**config.mk**
```make
export PLATFORM = sky130hd
export DESIGN_NAME = mux4_rr_arbiter
export DESIGN_NICKNAME = d
export VERILOG_FILES = /design/src/rtl/mux4_arb_pkg.sv /design/src/rtl/mux4to1.sv /design/src/rtl/mux4_rr_arbiter.sv
export SDC_FILE = /design/constraint.sdc
export NUM_CORES = 1
export LEC_CHECK = 0
export CORE_AREA = 3 3 40 42
export CTS_CLUSTER_SIZE = 30
export DETAILED_ROUTE_END_ITERATION = 16
export DIE_AREA = 0 0 43 45
export GPL_ROUTABILITY_DRIVEN = 0
export PLACE_DENSITY = 0.84
export SLEW_MARGIN = 20
export SYNTH_ARGS = -nofsm -noshare
export SYNTH_HDL_FRONTEND = slang
export SYNTH_HIERARCHICAL = 1
export SYNTH_SLANG_ARGS = --single-unit
```
**constraint.sdc**
```tcl
create_clock -name clk -period 6.12 [get_ports clk]
set_clock_uncertainty 0.15 [all_clocks]
set_input_delay 1.224 -clock clk [delete_from_list [all_inputs] [get_ports clk]]
set_output_delay 1.224 -clock clk [all_outputs]
set_load 0.05 [all_outputs]
```
**src/rtl/mux4_arb_pkg.sv**
```systemverilog
// Shared constants, state type and the round-robin pick helper for mux4_rr_arbiter.
package mux4_arb_pkg;

    localparam int NUM_REQ = 4;
    localparam int SEL_W   = 2;

    typedef enum logic {IDLE, GRANT} arb_state_t;

    // First set request bit scanning cyclically upward from start; returns start if none set.
    function automatic logic [SEL_W-1:0] rrPick(input logic [NUM_REQ-1:0] reqVec,
                                                input logic [SEL_W-1:0]   start);
        logic [SEL_W-1:0] idx;
        logic [SEL_W-1:0] pick;
        logic             found;
        pick  = start;
        found = 1'b0;
        for (int i = 0; i < NUM_REQ; i++) begin
            idx = start + SEL_W'(i);
            if (!found && reqVec[idx]) begin
                pick  = idx;
                found = 1'b1;
            end
        end
        return pick;
    endfunction

endpackage

```
**src/rtl/mux4to1.sv**
```systemverilog
// Shared 4:1 one-bit data mux driven by the arbiter select.
module mux4to1
    import mux4_arb_pkg::*;
(
    input  logic [SEL_W-1:0]   sel_i,
    input  logic [NUM_REQ-1:0] data_i,
    output logic               y_o
);

    assign y_o = data_i[sel_i];

endmodule

```
**src/rtl/mux4_rr_arbiter.sv**
```systemverilog
// Four-way round-robin arbiter steering one requester's data bit onto y.
// Define MUX4_ARB_LOCK_EN to add the lock port that holds a grant across beats.
module mux4_rr_arbiter
    import mux4_arb_pkg::*;
(
    input  logic               clk,
    input  logic               rst,
    input  logic [NUM_REQ-1:0] req,
    input  logic [NUM_REQ-1:0] data_in,
    input  logic               out_ready,
`ifdef MUX4_ARB_LOCK_EN
    input  logic [NUM_REQ-1:0] lock,
`endif
    output logic [NUM_REQ-1:0] grant,
    output logic [SEL_W-1:0]   sel,
    output logic               out_valid,
    output logic               y
);

    arb_state_t       state_q, state_d;
    logic [SEL_W-1:0] sel_q, sel_d;
    logic [SEL_W-1:0] ptr_q, ptr_d;
    logic             holdGrant;

    always_ff @(posedge clk) begin
        if (rst) begin
            state_q <= IDLE;
            sel_q   <= '0;
            ptr_q   <= '0;
        end else begin
            state_q <= state_d;
            sel_q   <= sel_d;
            ptr_q   <= ptr_d;
        end
    end

`ifdef MUX4_ARB_LOCK_EN
    assign holdGrant = lock[sel_q] && req[sel_q];
`else
    assign holdGrant = 1'b0;
`endif

    // A grant only moves on a transfer; re-arbitration starts just past the served requester.
    always_comb begin
        state_d = state_q;
        sel_d   = sel_q;
        ptr_d   = ptr_q;
        case (state_q)
            IDLE: begin
                if (req != '0) begin
                    sel_d   = rrPick(req, ptr_q);
                    state_d = GRANT;
                end
            end
            GRANT: begin
                if (out_ready && !holdGrant) begin
                    ptr_d = sel_q + 2'd1;
                    if (req != '0) begin
                        sel_d = rrPick(req, sel_q + 2'd1);
                    end else begin
                        state_d = IDLE;
                    end
                end
            end
            default: state_d = IDLE;
        endcase
    end

    assign out_valid = (state_q == GRANT);
    assign sel       = sel_q;
    assign grant     = out_valid ? (NUM_REQ'(1) << sel_q) : '0;

    mux4to1 u_mux (
        .sel_i  (sel_q),
        .data_i (data_in),
        .y_o    (y)
    );

endmodule

```
==> flow_results.org, run 1 <==
** CTS
- Clock tree synthesis selected as its root buffer the cell clkbuf_4.
- Clock transition at the registers of the reported paths :: 0.04 ns
- TritonCTS built the clock tree.
- Clock Path Buffers :: 2
- Clock latency reported for the late side of the worst-skew pair :: 0.24 ns
- Post_cts resized :: 0
- CTS saw 5 sinks.
- Total number of H-tree levels :: 1
- For this design, the CTS-stage hold fixing added 0 buffers.
- Number of buffers created by CTS :: 3
- The number of setup buffers added after CTS is 0.

** Setup path
- Critical path capture point type :: primary output
- Data arrival at the endpoint of the critical path :: 2.79 ns
- Worst reg2reg startpoint :: sel[0]
- Critical path startpoint category :: input pin
- R2r setup slk :: 3.90 ns
- Type of the setup path with the least slack :: input pin to primary output
- Required time of the critical path :: 4.75 ns
- The worst register-to-register path has a depth of 6.
- Crit-path max FO :: 1
- Reg-to-reg critical path endpoint :: sel[0]

** Drt
- Final routed wire length divided by cell count :: 12.36 microns
- After detailed routing, the number of remaining DRC violations is 0.
- The routed design has 1.236 mm of wire.
- The first routing iteration left 11 violations.
- Via-to-Cell Ratio :: 5.600
- The first detailed-routing pass took 2 iterations.
- Across all layers, the routed design uses 560 vias.
- Remaining number of nets flagged by the antenna check after routing :: 0

** Synthesis
- Summed over all instances, the cell type with the most area after synthesis is dfxtp_1.
- Dividing the synthesized area by the synthesized cell count gives 8.142 sq um.
- Sequential cell area fraction in the yosys report :: 18.35%
- Netlist Area Pre-Place :: 545.5 sq um
- Synthesized net count :: 82
- Mapped Cells :: 67
- Summed over its instances, the top area cell type makes up 18.35% of the synthesized netlist area.
- Distinct cell type count after synthesis :: 31
- Yosys printed 6 warnings.
- In this run, synthesis produced a sequential element count of 5.
- Ranking of synthesized cells by area :: dfxtp_1, ha_1, mux4_2, nand2b_1, a31oi_1

** Finish
- The layout has 120 filler cells.
- Cells with a size suffix above 1 make up 9.412% of the layout.
- The multi-input combinational cells in the finished layout cover a total of 391.6 sq um.
- Total area of sequential cells :: 100.1 sq um
- Area growth from synthesis to final layout :: 35.55%
- The number of antenna diodes in the final layout is 0.
- Total number of nets in the final design :: 101

** Floorplanning
- Total number of placement rows :: 13
- After floorplanning, the core was sized to cover 0.001285 sq mm.
- Initial Utilization :: 42.45%
- For this design the top-level I/O count stands at 19.
- Die extent in x :: 43 microns
- Overall die area :: 0.001935 sq mm
- Die Y :: 45 microns

** Timing
- Tmin final :: 4.159 ns
- After routing, the total negative slack on setup checks comes to 0 ns.
- Setup slack on the critical path of the routed design comes to 1.961 ns.
- Based on the critical path, the design can be clocked at up to 240.4 MHz.
- Worst-case headroom to the max-slew limit :: 66.42%
- Setup violations remaining at the end of the flow were counted as 0.
- The number of max-slew violations in the final report came to 0.
- Hold_ws :: 0.3615 ns
- Total count of hold-check failures in the final report :: 0
- RSZ-0062 raised after global routing :: no
- For the pin with the worst max-slew slack, the measured transition is 0.5022 ns.
- Final Cycle Share :: 67.96%

** Power and ir drop
- Static leakage power :: 0.2758 nW
- Across the VDD grid, the largest voltage drop is 122.7 uV.
- Power, Total :: 149.5 uW
- Power per unit of standard cell area :: 202.2 mW/mm^2

** Place
- Post-detail-place hpwl :: 960.5 microns
- During placement, the flow inserted port buffers numbering 18.
- Prior to clock tree synthesis, the placed netlist has a worst setup slack of 1.951 ns.

** Hold path
- Worst min-delay path startpoint :: ptr_q[0]
- In this run the worst hold path is classified as register to register.
- Worst hold stages :: 2
- Worst min-delay path endpoint :: ptr_q[0]

** Flow run
- Max-cap violations :: 0

** GRT
- Number of antenna violations at the first check in global routing :: 0
- The number of global-route vias before repair was 524.
- The first global-routing pass estimated 2.173 mm of wire.
- GR Overflow Total :: 0
- For this run, the total global-route usage over all layers was measured as 14.49%.
- Largest net degree at the start of global routing :: 14

** Outcome
- The flow ran to the end, and the final reports show no timing, DRC or antenna violations.
==> cells by family after synthesis <==
kind of cell	share of synthesized area [%]
and+or+nand+nor	26.38
AOI/OAI and AO/OA	24.09
buffers and inverters	9.860
DFF	18.35
muxes	12.16
adders and majority gates	9.175
==> cell type report <==
class	count	share of cell area (%)
clock buffers	4	3.553
inverters	6	3.046
multi-input cells	52	52.96
flip-flops and latches	5	13.54
well taps	15	2.538
repair buffers	18	24.37
==> per-layer routing <==
layer	GRT usage (%)	vias up	share of wire [%]
met5	0	-	0
met4	3.614	0	0
met3	5.578	0	6.6
met2	25.75	16	50
met1	16.39	257	43
li1	-	287	-
==> state kept, by name, indices dropped and copies added (netlist names) <==
register   count
ptr_q          2
sel            2
out_valid      1
==> worst max-delay path: stages <==
cell and delay (ns):
clkdlybuf4s50_1 0.40, mux4_2 0.45, clkdlybuf4s50_1 0.71
==> power breakdown <==
part / total [mW] / internal (mW) / leakage, nW / switching, mW
Combinational: 0.0696 / 0.0308 / 0.220 / 0.0388
Clock: 0.0378 / 0.0246 / 0.0150 / 0.0132
Sequential: 0.0422 / 0.0357 / 0.0413 / 0.00646
==> worst max-delay path by stage <==
stage	slack [ns]	cells past startpoint	start	end
after global routing	1.93	3	data_in[3]	y
final	1.96	3	data_in[2]	y
after global placement	1.97	3	data_in[3]	y
after detailed placement	1.95	3	data_in[3]	y
after CTS	1.95	3	data_in[2]	y
after floorplan	2.91	1	data_in[3]	y
==> synth_stat cells (all sizes together) <==
cell,instances
o2bb2ai,1
mux2,1
inv,6
nor2,4
and2,4
or4,1
o22ai,1
o32ai,1
a311oi,1
o22a,1
a221oi,1
dfxtp,5
buf,3
or3,1
o32a,1
nand3b,1
a21oi,4
nor3b,1
a31oi,4
o21a,1
nand3,2
nand2,5
nor3,2
ha,4
nand2b,5
clkbuf,1
mux4,2
mux2i,1
o221ai,2
==> metrics by stage <==
stage / cells / utilization [%] / instance area, sq um
floorplan: 67 / - / 545.5
global placement: 96 / 55.50 / 713.2
detailed placement: 96 / 55.50 / 713.2
CTS: 100 / 57.55 / 739.5
global route: 100 / 57.55 / 739.5
finish: 100 / 57.55 / 739.5
==> cells in the final DEF, fill, tap and decap left out <==
cell type,n
clkdlybuf4s50_1,18
inv_1,6
nand2b_1,5
nand2_1,5
dfxtp_1,5
and2_1,4
nor2_1,4
a31oi_1,4
a21oi_1,4
ha_1,4
clkbuf_4,3
nor3_1,2
mux4_2,2
o221ai_1,2
o2bb2ai_1,1
or4_1,1
nand3b_1,1
nand3_2,1
mux2i_1,1
a221oi_1,1
or3_1,1
a311oi_1,1
nor3b_1,1
o22a_1,1
mux2_2,1
o32a_2,1
o21a_1,1
o32ai_1,1
o22ai_1,1
nand3_1,1
clkbuf_1,1
Note: power is estimated with default switching activity, not from simulation.
==> run 2, diff against run 1 <==
--- a/config.mk
+++ b/config.mk
@@ -5,12 +5,12 @@
 export SDC_FILE = /design/constraint.sdc
 export NUM_CORES = 1
 export LEC_CHECK = 0
-export CORE_AREA = 3 3 40 42
+export CORE_MARGIN = 3
+export CORE_UTILIZATION = 39
 export CTS_CLUSTER_SIZE = 30
 export DETAILED_ROUTE_END_ITERATION = 16
-export DIE_AREA = 0 0 43 45
 export GPL_ROUTABILITY_DRIVEN = 0
-export PLACE_DENSITY = 0.84
+export PLACE_DENSITY = 0.83
 export SLEW_MARGIN = 20
 export SYNTH_ARGS = -nofsm -noshare
 export SYNTH_HDL_FRONTEND = slang
==> constraint.sdc (replaced) <==
create_clock -name clk -period 3.8 [get_ports clk]
set_clock_uncertainty 0.15 [all_clocks]
set_input_delay 0.76 -clock clk [delete_from_list [all_inputs] [get_ports clk]]
set_output_delay 0.76 -clock clk [all_outputs]
set_load 0.05 [all_outputs]
==> flow_results.org, run 2 (synthesized netlist as in run 1, its figures left out) <==
** Timing
- Worst-case headroom to the max-slew limit :: 66.66%
- Derived from the worst setup path, the maximum achievable clock frequency is 305.9 MHz.
- Final Max Slew Viols :: 0
- Tmin final :: 3.269 ns
- Setup repair after global routing left no endpoint under its margin.
- Min setup slack post-route :: 0.5309 ns
- Total count of hold-check failures in the final report :: 0
- Worst Tran Pin Value :: 0.4986 ns
- In the final timing run, aggregate negative setup slack is 0 ns.
- Dividing the final minimum period by the clock period gives 86.03%.
- Setup violations remaining at the end of the flow were counted as 0.

** GRT
- Global routing consumed, over all layers together, 14.35% of the routing resources.
- The number of global-route vias before repair came to 489.
- The first global-routing pass estimated 2.076 mm of wire.
- For this run the aggregate overflow at the end of global routing stands at 0.
- Entering global routing, the biggest net connects 14 pins.
- Number of antenna violations at the first check in global routing :: 0

** Floorplanning
- Total number of placement rows :: 12
- The total area inside the core boundary comes to 0.001201 sq mm.
- Die Y :: 43.40 microns
- Initial Utilization :: 45.42%
- Die extent in x :: 43.40 microns
- For this design the top-level I/O count stands at 19.
- Overall die area :: 0.001884 sq mm

** CTS
- Number of buffers created by CTS :: 3
- In this run, post-CTS repair resized a total of 0 instances.
- Clock Path Buffers :: 2
- CTS Root Buffer Type :: clkbuf_4
- Clock tree from TritonCTS :: yes
- Buffers added to address setup during post-CTS repair amount to 0.
- For this design, the sink count on the clock tree is 5.
- Total number of H-tree levels :: 1
- The later pin in the worst-skew pair is clocked with a latency of 0.24 ns.
- Number of hold-repair buffers added at the cts stage :: 0
- Clock transition at the registers of the reported paths :: 0.04 ns

** Outcome
- Outcome :: finished clean

** Drt
- Metal3 WL :: 76 microns
- DR top layer :: met4
- The final layout contains routed wiring with a total length of 1.287 mm.
- Via-to-Cell Ratio :: 5.707
- After detailed routing, the wire length on met1 is 541 microns.
- Met2 wirelength from detailed routing :: 654 microns
- Before antenna repair, the detailed router went through 4 iterations.
- After the first detailed-routing iteration, the DRC count stood at 4.
- In the routed design, unresolved DRC markers number 0.
- Remaining number of nets flagged by the antenna check after routing :: 0
- In the final routed layout, each cell accounts on average for 13.00 microns.
- The final route contains 565 vias.

** Finish
- Most common library cell in the layout ignoring fill and taps :: clkdlybuf4s50_1
- From synthesis to final layout, the design area changed by 35.32%.
- Total number of nets in the final design :: 101
- Final core utilization :: 61.46%
- Antenna diode instance count :: 0
- Fraction of layout cells with a size suffix above 1 :: 9.412%
- After routing the design area is 738.2 sq um.
- Layout filler cell count :: 113
- After the flow finishes, the layout carries non-filler instances totaling 99.
- Commonest cells after routing, fill and taps aside :: clkdlybuf4s50_1, inv_1, nand2b_1, nand2_1, dfxtp_1

** Flow run
- Max-cap violations :: 0

** Place
- Count of buffers from port buffering :: 18
- OpenSTA, run right after detailed placement, puts the worst setup slack at 0.5169 ns.
- Post-placement cell area :: 711.9 sq um
- Placed insts :: 95
- Once detailed placement completed, the half-perimeter wirelength came to 1.008 mm.

** Power and ir drop
- Power per unit of standard cell area :: 327.3 mW/mm^2
- IR Drop Worst-Case VDD :: 355.0 uV
- Static leakage power :: 0.2758 nW

** Setup path
- The worst setup path is captured at a primary output.
- At the worst endpoint, the required time is 2.89 ns.
- The worst setup path is launched from an input pin.
- Of all nets on the critical path, the largest fanout is 1.
- Data arrival at the endpoint of the critical path :: 2.36 ns
- The worst setup path is of the input pin to primary output kind.

** Hold path
- The path class of the tightest hold or removal check is register to register.
run 2: cell counts in the layout (fill, tap and decap cells not counted):
No cell type changed its count.
run 2: cell type report:
cell class              instances  area (sq um)  area share (%)
clock buffers                   4         26.28           3.559
inverters                       6         22.52           3.051
multi-input cells              52         391.6           53.05
flip-flops and latches          5         100.1           13.56
well taps                      14         17.52           2.373
repair buffers                 18         180.2           24.41
run 2: routing by layer:
layer  global-route usage, %  vias to the layer above
met1                   17.88                      257
met4                   3.614                        0
met3                   5.394                        2
li1                        -                      286
met5                       0                        -
met2                   23.30                       20
run 2: report_power, final:
part           switching [mW]  internal, mW  leakage (nW)  total [mW]
Clock                  0.0213        0.0397        0.0150      0.0609
Combinational          0.0632        0.0497         0.220       0.113
Sequential             0.0103        0.0575        0.0413      0.0678
run 2: worst paths after layout:
kind,startpoint,end,slack (ns),cells past startpoint
max,data_in[3],y,0.53,3
min,ptr_q[0],ptr_q[0],0.37,2
max reg2reg,sel[0],sel[0],1.60,6
min reg2reg,ptr_q[0],ptr_q[0],0.37,2
run 2: critical path, stage by stage:
cell,delay (ns)
clkdlybuf4s50_1,0.41
mux4_2,0.47
clkdlybuf4s50_1,0.72
run 2: metrics by stage:
step	hold slack, ns	power (mW)
finish	0.3664	0.2417
global route	0.3764	0.2566
detailed placement	0.3617	0.1822
floorplan	0.3254	0.1461
CTS	0.3619	0.2435
global placement	0.3558	0.1793
